File: src/rtl/mem_arbiter.sv
// mem_arbiter: byte-serial RAM arbiter between instruction fetch and load/store ports
// Ports:
//   clk, rst (async active-low), rdy (global freeze), rob_clear (fetch flush)
//   if_req/if_addr -> if_ready/if_data        : 4-byte instruction fetch
//   ls_req/ls_wr/ls_size/ls_addr/ls_wdata -> ls_ready/ls_rdata : byte/half/word load-store
//   mem_din (1-cycle latency read byte), mem_dout/mem_a/mem_wr : RAM side
//   io_buffer_full : stalls stores into the UART window (ls_addr[17:16] == 2'b11)
module mem_arbiter (
  input  logic        clk,
  input  logic        rst,
  input  logic        rdy,
  input  logic        rob_clear,
  input  logic        if_req,
  input  logic [31:0] if_addr,
  output logic        if_ready,
  output logic [31:0] if_data,
  input  logic        ls_req,
  input  logic        ls_wr,
  input  logic [1:0]  ls_size,
  input  logic [31:0] ls_addr,
  input  logic [31:0] ls_wdata,
  output logic        ls_ready,
  output logic [31:0] ls_rdata,
  input  logic [7:0]  mem_din,
  output logic [7:0]  mem_dout,
  output logic [31:0] mem_a,
  output logic        mem_wr,
  input  logic        io_buffer_full
);
  typedef enum logic [1:0] {IDLE, IFETCH, LOAD, STORE} state_t;
  state_t      r_state, w_next;
  logic [2:0]  r_cnt, w_n, w_ai;
  logic        r_last, r_if_ready, r_ls_ready;
  logic [31:0] r_buf, r_if_data, r_ls_rdata, w_word;
  logic        w_idle, w_if, w_gnt_if, w_gnt_ls, w_stall, w_done, w_flush;
  logic [1:0]  w_bi;
  assign if_ready = r_if_ready;
  assign ls_ready = r_ls_ready;
  assign if_data  = r_if_data;
  assign ls_rdata = r_ls_rdata;
  always_ff @(posedge clk or negedge rst) begin
    if (!rst) begin
      r_state    <= IDLE;
      r_cnt      <= 3'd0;
      r_last     <= 1'b1;
      r_buf      <= 32'd0;
      r_if_ready <= 1'b0;
      r_ls_ready <= 1'b0;
      r_if_data  <= 32'd0;
      r_ls_rdata <= 32'd0;
    end else if (rdy) begin
      r_state    <= w_next;
      r_cnt      <= (r_state == IDLE || w_next == IDLE) ? 3'd0 : w_stall ? r_cnt : r_cnt + 3'd1;
      r_buf      <= r_state == IDLE ? 32'd0 : (r_state != STORE && r_cnt != 3'd0) ? w_word : r_buf;
      r_if_ready <= r_state == IFETCH && w_done && !rob_clear;
      r_ls_ready <= (r_state == LOAD || r_state == STORE) && w_done;
      r_last     <= w_gnt_if ? 1'b0 : w_gnt_ls ? 1'b1 : r_last;
      if (r_state == IFETCH && w_done && !rob_clear) r_if_data <= w_word;
      if (r_state == LOAD && w_done) r_ls_rdata <= w_word;
    end
  end
  always_comb begin
    w_n      = (r_state == IFETCH || ls_size[1]) ? 3'd4 : ls_size[0] ? 3'd2 : 3'd1;
    // a ready pulse still showing means the requester has not yet dropped its request
    w_idle   = r_state == IDLE && !r_if_ready && !r_ls_ready;
    w_if     = if_req && !rob_clear;
    w_gnt_if = w_idle && w_if && (!ls_req || r_last);
    w_gnt_ls = w_idle && ls_req && (!w_if || !r_last);
    w_stall  = r_state == STORE && io_buffer_full && ls_addr[17:16] == 2'b11;
    // reads need one extra cycle to collect the last byte from the RAM
    w_done   = r_state == STORE ? (!w_stall && r_cnt == w_n - 3'd1) : (r_state != IDLE && r_cnt == w_n);
    w_flush  = r_state == IFETCH && rob_clear;
    w_next   = r_state == IDLE ? (w_gnt_if ? IFETCH : w_gnt_ls ? (ls_wr ? STORE : LOAD) : IDLE)
                               : (w_done || w_flush) ? IDLE : r_state;
    w_bi     = r_cnt[1:0] - 2'd1;
    w_word   = r_buf;
    w_word[{w_bi, 3'b000} +: 8] = mem_din;
  end
  always_comb begin
    // while frozen, keep re-presenting the address whose byte is still owed so it is valid on resume
    w_ai     = (!rdy && r_cnt != 3'd0 && r_state != STORE) ? r_cnt - 3'd1 : r_cnt;
    mem_a    = r_state == IDLE ? 32'd0 : (r_state == IFETCH ? if_addr : ls_addr) + {29'd0, w_ai};
    mem_wr   = r_state == STORE && rdy && !w_stall;
    mem_dout = r_state == STORE ? ls_wdata[{r_cnt[1:0], 3'b000} +: 8] : 8'd0;
  end
endmodule

File: config.mk
export PLATFORM = sky130hd
export DESIGN_NAME = mem_arbiter
export DESIGN_NICKNAME = d
export VERILOG_FILES = /design/src/rtl/mem_arbiter.sv
export SDC_FILE = /design/constraint.sdc
export NUM_CORES = 1
export LEC_CHECK = 0
export BUFFER_PORTS_ARGS = -buffer_cell sky130_fd_sc_hd__buf_2
export CELL_PAD_IN_SITES_DETAIL_PLACEMENT = 1
export CELL_PAD_IN_SITES_GLOBAL_PLACEMENT = 1
export CORE_ASPECT_RATIO = 2
export CORE_MARGIN = 8
export CORE_UTILIZATION = 37
export CTS_BUF_LIST = sky130_fd_sc_hd__clkbuf_8 sky130_fd_sc_hd__clkbuf_16
export CTS_CLUSTER_SIZE = 30
export DETAILED_ROUTE_END_ITERATION = 6
export PLACE_DENSITY_LB_ADDON = 0.25
export SYNTH_ARGS = -nofsm -noshare
export SYNTH_HDL_FRONTEND = slang
export SYNTH_SLANG_ARGS = --single-unit
File: constraint.sdc
create_clock -name clk -period 4.41 [get_ports clk]
set_clock_uncertainty 0.2 [all_clocks]
set_input_delay 0.2205 -clock clk [delete_from_list [all_inputs] [get_ports clk]]
set_output_delay 0.2205 -clock clk [all_outputs]
set_load 0.01 [all_outputs]
==> results of run 1 <==
through the flow:
stage | hold WS [ps] | cells | cell area (um2) | power [W] | utilization
after global placement | 214.0 | 1120 | 7696 | 0.003131 | 0.4500
after global routing | 84.69 | 1140 | 8048 | 0.004255 | 0.4706
after detailed placement | 227.0 | 1120 | 7696 | 0.003178 | 0.4500
after floorplan | -275.1 | 726 | 6399 | 0.002464 | -
final | 57.84 | 1140 | 8048 | 0.003971 | 0.4706
after CTS | 41.88 | 1137 | 8015 | 0.004004 | 0.4687
state kept, by name, indices dropped and copies added (netlist names):
| name | cells |
|---|---|
| ls_rdata | 32 |
| r_state | 2 |
| if_ready | 1 |
| r_last | 1 |
| ls_ready | 1 |
| r_buf | 32 |
| if_data | 32 |
| r_cnt | 3 |
cells by family (layout without fill, tap and decap cells):
family,Yosys count,in the layout
compound gates,197,197
fa+ha+maj,12,12
buf+inv,61,262
flops,104,104
other cells,0,3
simple gates,297,297
xor+xnor,26,26
mux,29,29
final cells by class:
cell class                 count  area [um2]  share of cell area
clock buffer                  11       252.7             0.03141
clock inverter                 4       46.29            0.005752
timing repair buffer         239        1251              0.1555
sequential                   104        2604              0.3235
tap                          210       262.8             0.03265
inverter                       8       30.03            0.003731
multi-input combinational    561        3593              0.4465
antenna                        3       7.507           0.0009328
cells in the mapped netlist, drive strengths merged (2+ instances only):
cell type and n:
a21o 8, or4 3, o21bai 2, buf 25
nor2 30, mux4 8, and3 9, nor2b 52
a211oi 3, nand4 3, clkbuf 28, xnor2 11
nor4 7, nor3b 5, inv 8, mux2 4
and4 3, nor4b 4, nand2b 4, or2 4
a2111oi 3, o211ai 7, dfrtp 103, o2111ai 2
a22o 43, or3 4, nor3 10, ha 11
o21ai 73, xor2 15, nand3 10, a21oi 45
o31ai 3, mux2i 17, nand2 141, and2 6
where the power goes:
group	leakage, nW	internal (W)	switching, W	total (W)
combinational	2.47	0.000792	0.00118	0.00197
sequential	1.44	0.00109	0.000106	0.00119
clock	0.154	0.000465	0.000338	0.000803
placed cells by master (no fill, tap or decap), types with 15 or more instances in the layout:
cell     synthesis  layout
buf_2            9     219
xor2_1          15      15
nor2_1          30      30
o21ai_0         33      33
nand2_1        141     140
o21ai_1         40      40
nor2b_1         52      51
a22o_1          43      43
buf_4            0      18
a21oi_1         45      45
dfrtp_1        103     103
routing by layer:
metal	wire (um)	global-route usage
met5	0	0
met4	360	0.05268
met3	1185	0.04338
met2	11250	0.3359
met1	9097	0.2378
critical path, delay by kind of cell, from the launching register on:
kind            cells  cell delay, ps
simple gates        8            1700
fa+ha+maj           2             540
buf+inv             3             440
flops               1             360
compound gates      2             300
timing repair:
action | in CTS | in global routing
setup endpoints to repair | 0 | 7
gates resized for setup | 0 | 5
hold endpoints to repair | 72 | 0
hold buffers | 2 | 0
worst min-delay path by stage:
| stage | slack (ps) | end | depth (start not counted) | from |
|---|---|---|---|---|
| final | 60 | r_last$_DFFE_PN1P_ | 3 | rob_clear |
| after global routing | 80 | r_buf[0]$_DFFE_PN0P_ | 2 | mem_din[0] |
| after CTS | 40 | r_last$_DFFE_PN1P_ | 3 | rob_clear |
| after detailed placement | 230 | if_data[11]$_DFFE_PN0P_ | 1 | rst |
| after global placement | 210 | ls_rdata[11]$_DFFE_PN0P_ | 1 | rst |
| after floorplan | -280 | if_data[0]$_DFFE_PN0P_ | 0 | rst |
==> results.cfg, run 1 <==
[global_routing]
overflow = 0
grt_pass1_wl_um = 34820
grt_max_degree = 73
grt_pass1_vias = 6676
antenna_found_initial = 3
grt_use_total = 0.1963

[power_and_ir_drop]
peakVddDrop_v = 0.0002720
power_density_nw_per_um2 = 493.4
p_leak_nw = 4.067

[sta]
finalSetupTns_ps = 0
fmax_mhz = 243.8
rsz0062_at_grt = no
setup_ws_ps = 307.7
worstMarginPinSlew_ps = 926.5
slew_violations = 0
min_period_over_period = 0.9302
hold_viol_final = 0
relSlewSlack = 0.3824
setup_viol = 0
layout_min_cycle_time_ps = 4102

[die]
die_y_um = 202.0
io_pins = 221
fp.dieW_um = 109.0
num_rows = 68
die_area_um2 = 22010
core_um2 = 17100
initial_core_util = 0.3742

[critical_path]
cp-endpoint = mem_a[21]
crit_path_max_incr_delay_ps = 510
startpoint_type = flip-flop
cp.arrival_ps = 3680
worstPathRequired_ps = 3990
cp-end-kind = output pin
critPathLaunch = r_cnt[0]$_DFFE_PN0P_
rr_startpoint = r_state[0]$_DFFE_PN0P_
ff2ff_path_depth = 12
r2r_slack_ps = 590
criticalPathCategory = flip-flop to output pin
cp_max_fo = 12
cp_slowest_cell = or4_1
r2r-end = if_data[13]$_DFFE_PN0P_
path_cells = inv_1 -> ha_1 -> buf_4 -> nand2b_2 -> nand2_1 -> nand2_1 -> o21ai_0 -> ha_1 -> nand3_1 -> nand2_2 -> nand4_4 -> or3_4 -> or4_1 -> a21oi_1 -> buf_2

[routing]
wire_per_inst_um = 19.20
drt-initial-drc-count = 218
wirelength_um = 21890
drt_pre_antenna_iters = 4
num_vias = 6191
antenna_left = 0
vias_per_cell = 5.431
drc = 0

[synthesis]
ys.flop_type = dfrtp_1
synth_compound_area_frac = 0.1995
synth_area_leaders = dfrtp_1, nand2_1, a22o_1, nor2b_1, a21oi_1
yosysUniqueCellTypes = 60
synth_top_area_share = 0.4028
ys_warn_count = 0
synth_edf_count = 0
synth.cell_area_um2 = 6399
synth-simple-area-share = 0.2300
synth_mux_area_frac = 0.06355
synthCells = 726
seq_area_frac_synth = 0.4069
syn_area_per_cell_um2 = 8.814
ys_async_sr_fraction = 1.000
synth_top_family_by_area = simple AND/OR/NAND/NOR gates
synth_fa_ha_area_frac = 0.02464
yosys.area.top_type = dfrtp_1
syn_nets = 852
synth_xor_area_frac = 0.03559
yosys_register_bits = 104

[finish]
drive_gt1_frac = 0.3042
fill_cells = 2084
syn_to_final_growth_pct = 25.77
finalNetCount = 1049

[clock_tree]
path_clk_slew_ps = 60
cts_sinks = 104
cts_buffers = 9
clockBufferDepth = 2
clock_latency_ps = 340
root_buffer = clkbuf_16
cts_tree = done
cts_setup_buffers = 0
cts.htree.levels = 3

[placement]
place.gp.congestion = 0.8421
place_hpwl_um = 16850
dpl_worst_slack_ps = 467.8
portBuffers = 220

[min_path]
hold_path_class = input port to flip-flop

[run]
maxCapViolations = 0

[run_status]
status = completed
Note: power is estimated with default switching activity, not from simulation.
==> run 2: changes to the inputs <==
--- a/config.mk
+++ b/config.mk
@@ -9,12 +9,12 @@
 export CELL_PAD_IN_SITES_DETAIL_PLACEMENT = 1
 export CELL_PAD_IN_SITES_GLOBAL_PLACEMENT = 1
 export CORE_ASPECT_RATIO = 2
-export CORE_MARGIN = 8
 export CORE_UTILIZATION = 37
 export CTS_BUF_LIST = sky130_fd_sc_hd__clkbuf_8 sky130_fd_sc_hd__clkbuf_16
 export CTS_CLUSTER_SIZE = 30
 export DETAILED_ROUTE_END_ITERATION = 6
 export PLACE_DENSITY_LB_ADDON = 0.25
+export SETUP_SLACK_MARGIN = 0.05
 export SYNTH_ARGS = -nofsm -noshare
 export SYNTH_HDL_FRONTEND = slang
 export SYNTH_SLANG_ARGS = --single-unit
==> results.cfg, run 2 (synthesis results as in run 1) <==
[sta]
worstMarginPinSlew_ps = 1123
slew_violations = 0
rsz0062_at_grt = no
min_period_over_period = 0.9169
layout_min_cycle_time_ps = 4044
finalSetupTns_ps = 0
setup_viol = 0
fmax_mhz = 247.3
relSlewSlack = 0.2478
hold_viol_final = 0

[finish]
fill_cells = 2076
finalNetCount = 1053
antenna_cells = 0
final_common_cell = buf_2
syn_to_final_growth_pct = 26.93
drive_gt1_frac = 0.3069
fin_area_um2 = 8122
final_cell_mix = buf_2, nand2_1, dfrtp_1, nor2b_1, a21oi_1

[die]
core_um2 = 16850
die_y_um = 188.0
num_rows = 67
fp.dieW_um = 94.99
die_area_um2 = 17860
io_pins = 221
initial_core_util = 0.3797

[clock_tree]
cts_buffers = 9
cts_sinks = 104
path_clk_slew_ps = 60
root_buffer = clkbuf_16
cts.htree.levels = 3
clockBufferDepth = 2
cts_tree = done
clock_latency_ps = 350

[global_routing]
grt_max_degree = 66
grt_use_total = 0.2474
overflow = 0
grt_pass1_vias = 6645
antenna_found_initial = 0
grt_pass1_wl_um = 34090

[power_and_ir_drop]
power_density_nw_per_um2 = 507.1
p_leak_nw = 4.119
peakVddDrop_v = 0.0002120

[critical_path]
cp.arrival_ps = 3620
cp-end-kind = output pin
worstPathRequired_ps = 3990
cp_max_fo = 12
startpoint_type = flip-flop
criticalPathCategory = flip-flop to output pin

[min_path]
hold_path_class = input port to flip-flop

[routing]
drt_pre_antenna_iters = 4
num_vias = 6181
vias_per_cell = 5.427
drt-initial-drc-count = 170
wirelength_um = 21030
drc = 0
wire_per_inst_um = 18.46
antenna_left = 0

[placement]
place.gp.congestion = 0.9067
place_hpwl_um = 16630
place_area_um2 = 7707
portBuffers = 220

[run]
maxCapViolations = 0

[run_status]
status = completed
[run 2: cell types whose count changed in the layout (fill, tap and decap cells not counted), sizes merged]
cell / change
diode: -3
bufinv: +3
clkbuf: -2
buf: +4
[run 2: routing by layer]
metal,part of all wire,vias to the layer above,global-route usage
li1,-,2947,-
met3,0.036,40,0.03650
met2,0.57,174,0.4743
met5,0,-,0
met1,0.36,3020,0.2550
met4,0.036,0,0.1043
[run 2: critical path, stage by stage (launching register included)]
cell and delay, ps:
dfrtp_1 340, inv_1 100, ha_1 210, buf_4 180, nand2b_1 190, nand2_1 140, nand2_1 90, o21ai_1 110
ha_1 300, nand3_1 80, nand2_1 160, nand4_2 140, or3_4 400, or4_1 510, a21oi_1 160, buf_2 150
[run 2: path summary, 6_finish.rpt]
check | startpoint | to | slack, ps | depth (start not counted)
min | rob_clear | r_last$_DFFE_PN1P_ | 30 | 3
min reg2reg | ls_rdata[15]$_DFFE_PN0P_ | ls_rdata[15]$_DFFE_PN0P_ | 280 | 2
max | r_cnt[0]$_DFFE_PN0P_ | mem_a[21] | 370 | 15
min in group asynchronous | rst | ls_rdata[9]$_DFFE_PN0P_ | 170 | 2
max in group asynchronous | rst | ls_rdata[24]$_DFFE_PN0P_ | 2800 | 3
max reg2reg | r_state[1]$_DFFE_PN0P_ | ls_rdata[28]$_DFFE_PN0P_ | 590 | 12
[run 2: final cells by class]
type | instances | area, um2 | share of cell area
repair buffers | 243 | 1281 | 0.1578
clock inverters | 7 | 136.4 | 0.01679
multi-input cells | 561 | 3586 | 0.4415
well taps | 207 | 259.0 | 0.03189
flip-flops and latches | 104 | 2604 | 0.3206
clock buffers | 9 | 225.2 | 0.02773
inverters | 8 | 30.03 | 0.003697
[run 2: timing repair]
item	in CTS	in global routing
hold buffers	2	0
gates resized for setup	0	4
endpoints found under the setup margin	0	9
setup buffers	0	2
hold endpoints to repair	39	0
[run 2: through the flow]
| stage | worst slack (ps) | cells | utilization | total power (W) | hold slack (ps) |
|---|---|---|---|---|---|
| global route | 87.34 | 1139 | 0.4820 | 0.004388 | 60.40 |
| global placement | 677.5 | 1119 | 0.4574 | 0.003152 | 25.02 |
| floorplan | 494.7 | 726 | - | 0.002464 | -275.1 |
| detailed placement | 587.3 | 1119 | 0.4574 | 0.003185 | 30.31 |
| finish | 366.4 | 1139 | 0.4820 | 0.004118 | 32.45 |
| CTS | 189.0 | 1137 | 0.4801 | 0.004166 | 21.98 |
[run 2: report_power, final]
part           leakage [nW]  total (W)  internal [W]  switching [W]
Sequential             1.44    0.00118       0.00109      0.0000980
Clock                 0.182   0.000965      0.000609       0.000356
Combinational          2.50    0.00197      0.000789        0.00118
Total                  4.12    0.00412       0.00249        0.00163
==> run 3: changes to the inputs <==
--- a/config.mk
+++ b/config.mk
@@ -6,10 +6,10 @@
 export NUM_CORES = 1
 export LEC_CHECK = 0
 export BUFFER_PORTS_ARGS = -buffer_cell sky130_fd_sc_hd__buf_2
-export CELL_PAD_IN_SITES_DETAIL_PLACEMENT = 1
+export CELL_PAD_IN_SITES_DETAIL_PLACEMENT = 0
 export CELL_PAD_IN_SITES_GLOBAL_PLACEMENT = 1
 export CORE_ASPECT_RATIO = 2
-export CORE_UTILIZATION = 37
+export CORE_UTILIZATION = 40
 export CTS_BUF_LIST = sky130_fd_sc_hd__clkbuf_8 sky130_fd_sc_hd__clkbuf_16
 export CTS_CLUSTER_SIZE = 30
 export DETAILED_ROUTE_END_ITERATION = 6
==> constraint.sdc (replaced) <==
create_clock -name clk -period 4.8 [get_ports clk]
set_clock_uncertainty 0.2 [all_clocks]
set_input_delay 0.24 -clock clk [delete_from_list [all_inputs] [get_ports clk]]
set_output_delay 0.24 -clock clk [all_outputs]
set_load 0.01 [all_outputs]
==> results.cfg, run 3 (synthesis results as in run 1) <==
[run_status]
status = completed

[routing]
num_vias = 5948
antenna_left = 0
vias_per_cell = 5.282
wirelength_um = 18700
wire_per_inst_um = 16.61
drt_pre_antenna_iters = 4
drt-initial-drc-count = 231
drc = 0

[clock_tree]
root_buffer = clkbuf_16
cts_sinks = 104
clock_latency_ps = 340
cts_setup_buffers = 0
path_clk_slew_ps = 70
clockBufferDepth = 2
cts_buffers = 9
cts_tree = done
cts.htree.levels = 3

[sta]
finalSetupTns_ps = 0
rsz0062_at_grt = no
fmax_mhz = 229.7
layout_min_cycle_time_ps = 4354
setup_viol = 0
hold_viol_final = 0
slew_violations = 0
relSlewSlack = 0.3810
worstMarginPinSlew_ps = 902.7
min_period_over_period = 0.9072

[power_and_ir_drop]
p_leak_nw = 4.053
peakVddDrop_v = 0.0001974
power_density_nw_per_um2 = 447.5

[placement]
place_area_um2 = 7662
place.gp.congestion = 0.8618
portBuffers = 220
place_hpwl_um = 14580

[finish]
final_common_cell = buf_2
fin_area_um2 = 7991
final_cell_mix = buf_2, nand2_1, dfrtp_1, nor2b_1, a21oi_1
antenna_cells = 0
drive_gt1_frac = 0.3016
syn_to_final_growth_pct = 24.89
fill_cells = 1631
finalNetCount = 1046

[min_path]
hold_path_class = input port to flip-flop

[critical_path]
cp.arrival_ps = 3910
cpMostUsedCell = nand2_1
crit_path_max_incr_delay_ps = 530
cp-end-kind = output pin
cp_slowest_cell = or4_1
path_cells = inv_1 -> ha_2 -> nand2b_1 -> nand2_1 -> o21ai_0 -> ha_1 -> nand3_1 -> nand2_1 -> nand4_2 -> or3_1 -> or4_1 -> a21oi_1 -> buf_2
worstPathRequired_ps = 4360
startpoint_type = flip-flop
cp_max_fo = 12
criticalPathCategory = flip-flop to output pin

[die]
fp.dieW_um = 91.44
initial_core_util = 0.4077
die_area_um2 = 16540
io_pins = 221
die_y_um = 180.9
num_rows = 65
core_um2 = 15700

[global_routing]
antenna_found_initial = 0
grt_use_total = 0.2327
grt_pass1_vias = 6061
grt_pass1_wl_um = 30260
grt_max_degree = 58
overflow = 0

[run]
maxCapViolations = 0
==> run 3: cell types whose count changed in the layout (fill, tap and decap cells not counted), moves of 2 or more <==
| cell | delta |
|---|---|
| buf_4 | -7 |
| bufinv_16 | -3 |
| clkinv_2 | +3 |
| clkbuf_8 | +2 |
| inv_1 | -2 |
==> run 3: power by group <==
part / switching, W / total [W] / internal [W]
sequential: 0.0000861 / 0.00108 / 0.000998
combinational: 0.00103 / 0.00174 / 0.000714
clock: 0.000316 / 0.000748 / 0.000432
total: 0.00143 / 0.00358 / 0.00214
==> run 3: final cells by class <==
class	count	area, um2	share of cell area
clock buffer	11	252.7	0.03163
multi-input combinational	561	3571	0.4468
clock inverter	5	53.80	0.006732
sequential	104	2604	0.3258
tap	201	251.5	0.03147
timing repair buffer	236	1229	0.1538
inverter	8	30.03	0.003758
==> run 3: per-layer routing <==
metal	global-route usage	up-vias	wire length (um)
li1	-	2940	-
met1	0.2348	2801	6783
met2	0.4647	178	10710
met3	0.02904	29	681
met4	0.09333	0	526
met5	0	-	0
==> run 3: path summary, 6_finish.rpt <==
kind,start,endpoint,slack (ps),cells past startpoint
setup reg to reg,r_state[0]$_DFFE_PN0P_,if_data[10]$_DFFE_PN0P_,1130,10
max in group asynchronous,rst,if_data[16]$_DFFE_PN0P_,2990,3
min in group asynchronous,rst,ls_rdata[4]$_DFFE_PN0P_,290,2
setup / recovery,r_cnt[0]$_DFFE_PN0P_,mem_a[21],450,13
hold / removal,rob_clear,r_last$_DFFE_PN1P_,50,3
hold reg to reg,ls_rdata[20]$_DFFE_PN0P_,ls_rdata[20]$_DFFE_PN0P_,270,2
==> run 3: repair_timing <==
action,CTS,global route
hold endpoints to repair,57,0
resized for setup,0,1
endpoints found under the setup margin,0,1
hold buffers,2,0
==> run 3: worst max-delay path, delay by kind of cell (launching register included) <==
| kind | cells | cell delay (ps) |
|---|---|---|
| AND/OR/NAND/NOR | 7 | 1890 |
| buffers and inverters | 2 | 290 |
| flip-flops | 1 | 370 |
| adder cells (fa/ha/maj) | 2 | 690 |
| AO/OA/AOI/OAI | 2 | 340 |
==> run 3: stage by stage <==
| stage | utilization | hold slack (ps) | power, W | worst slack, ps | std cells |
|---|---|---|---|---|---|
| finish | 0.5091 | 46.75 | 0.003576 | 445.6 | 1126 |
| global route | 0.5091 | 63.00 | 0.003827 | 130.1 | 1126 |
| CTS | 0.5090 | 41.04 | 0.003618 | 255.5 | 1126 |
| global placement | 0.4882 | 136.7 | 0.002853 | 728.7 | 1108 |
| floorplan | - | -255.6 | 0.002264 | 865.2 | 726 |
| detailed placement | 0.4882 | 146.8 | 0.002861 | 630.1 | 1108 |
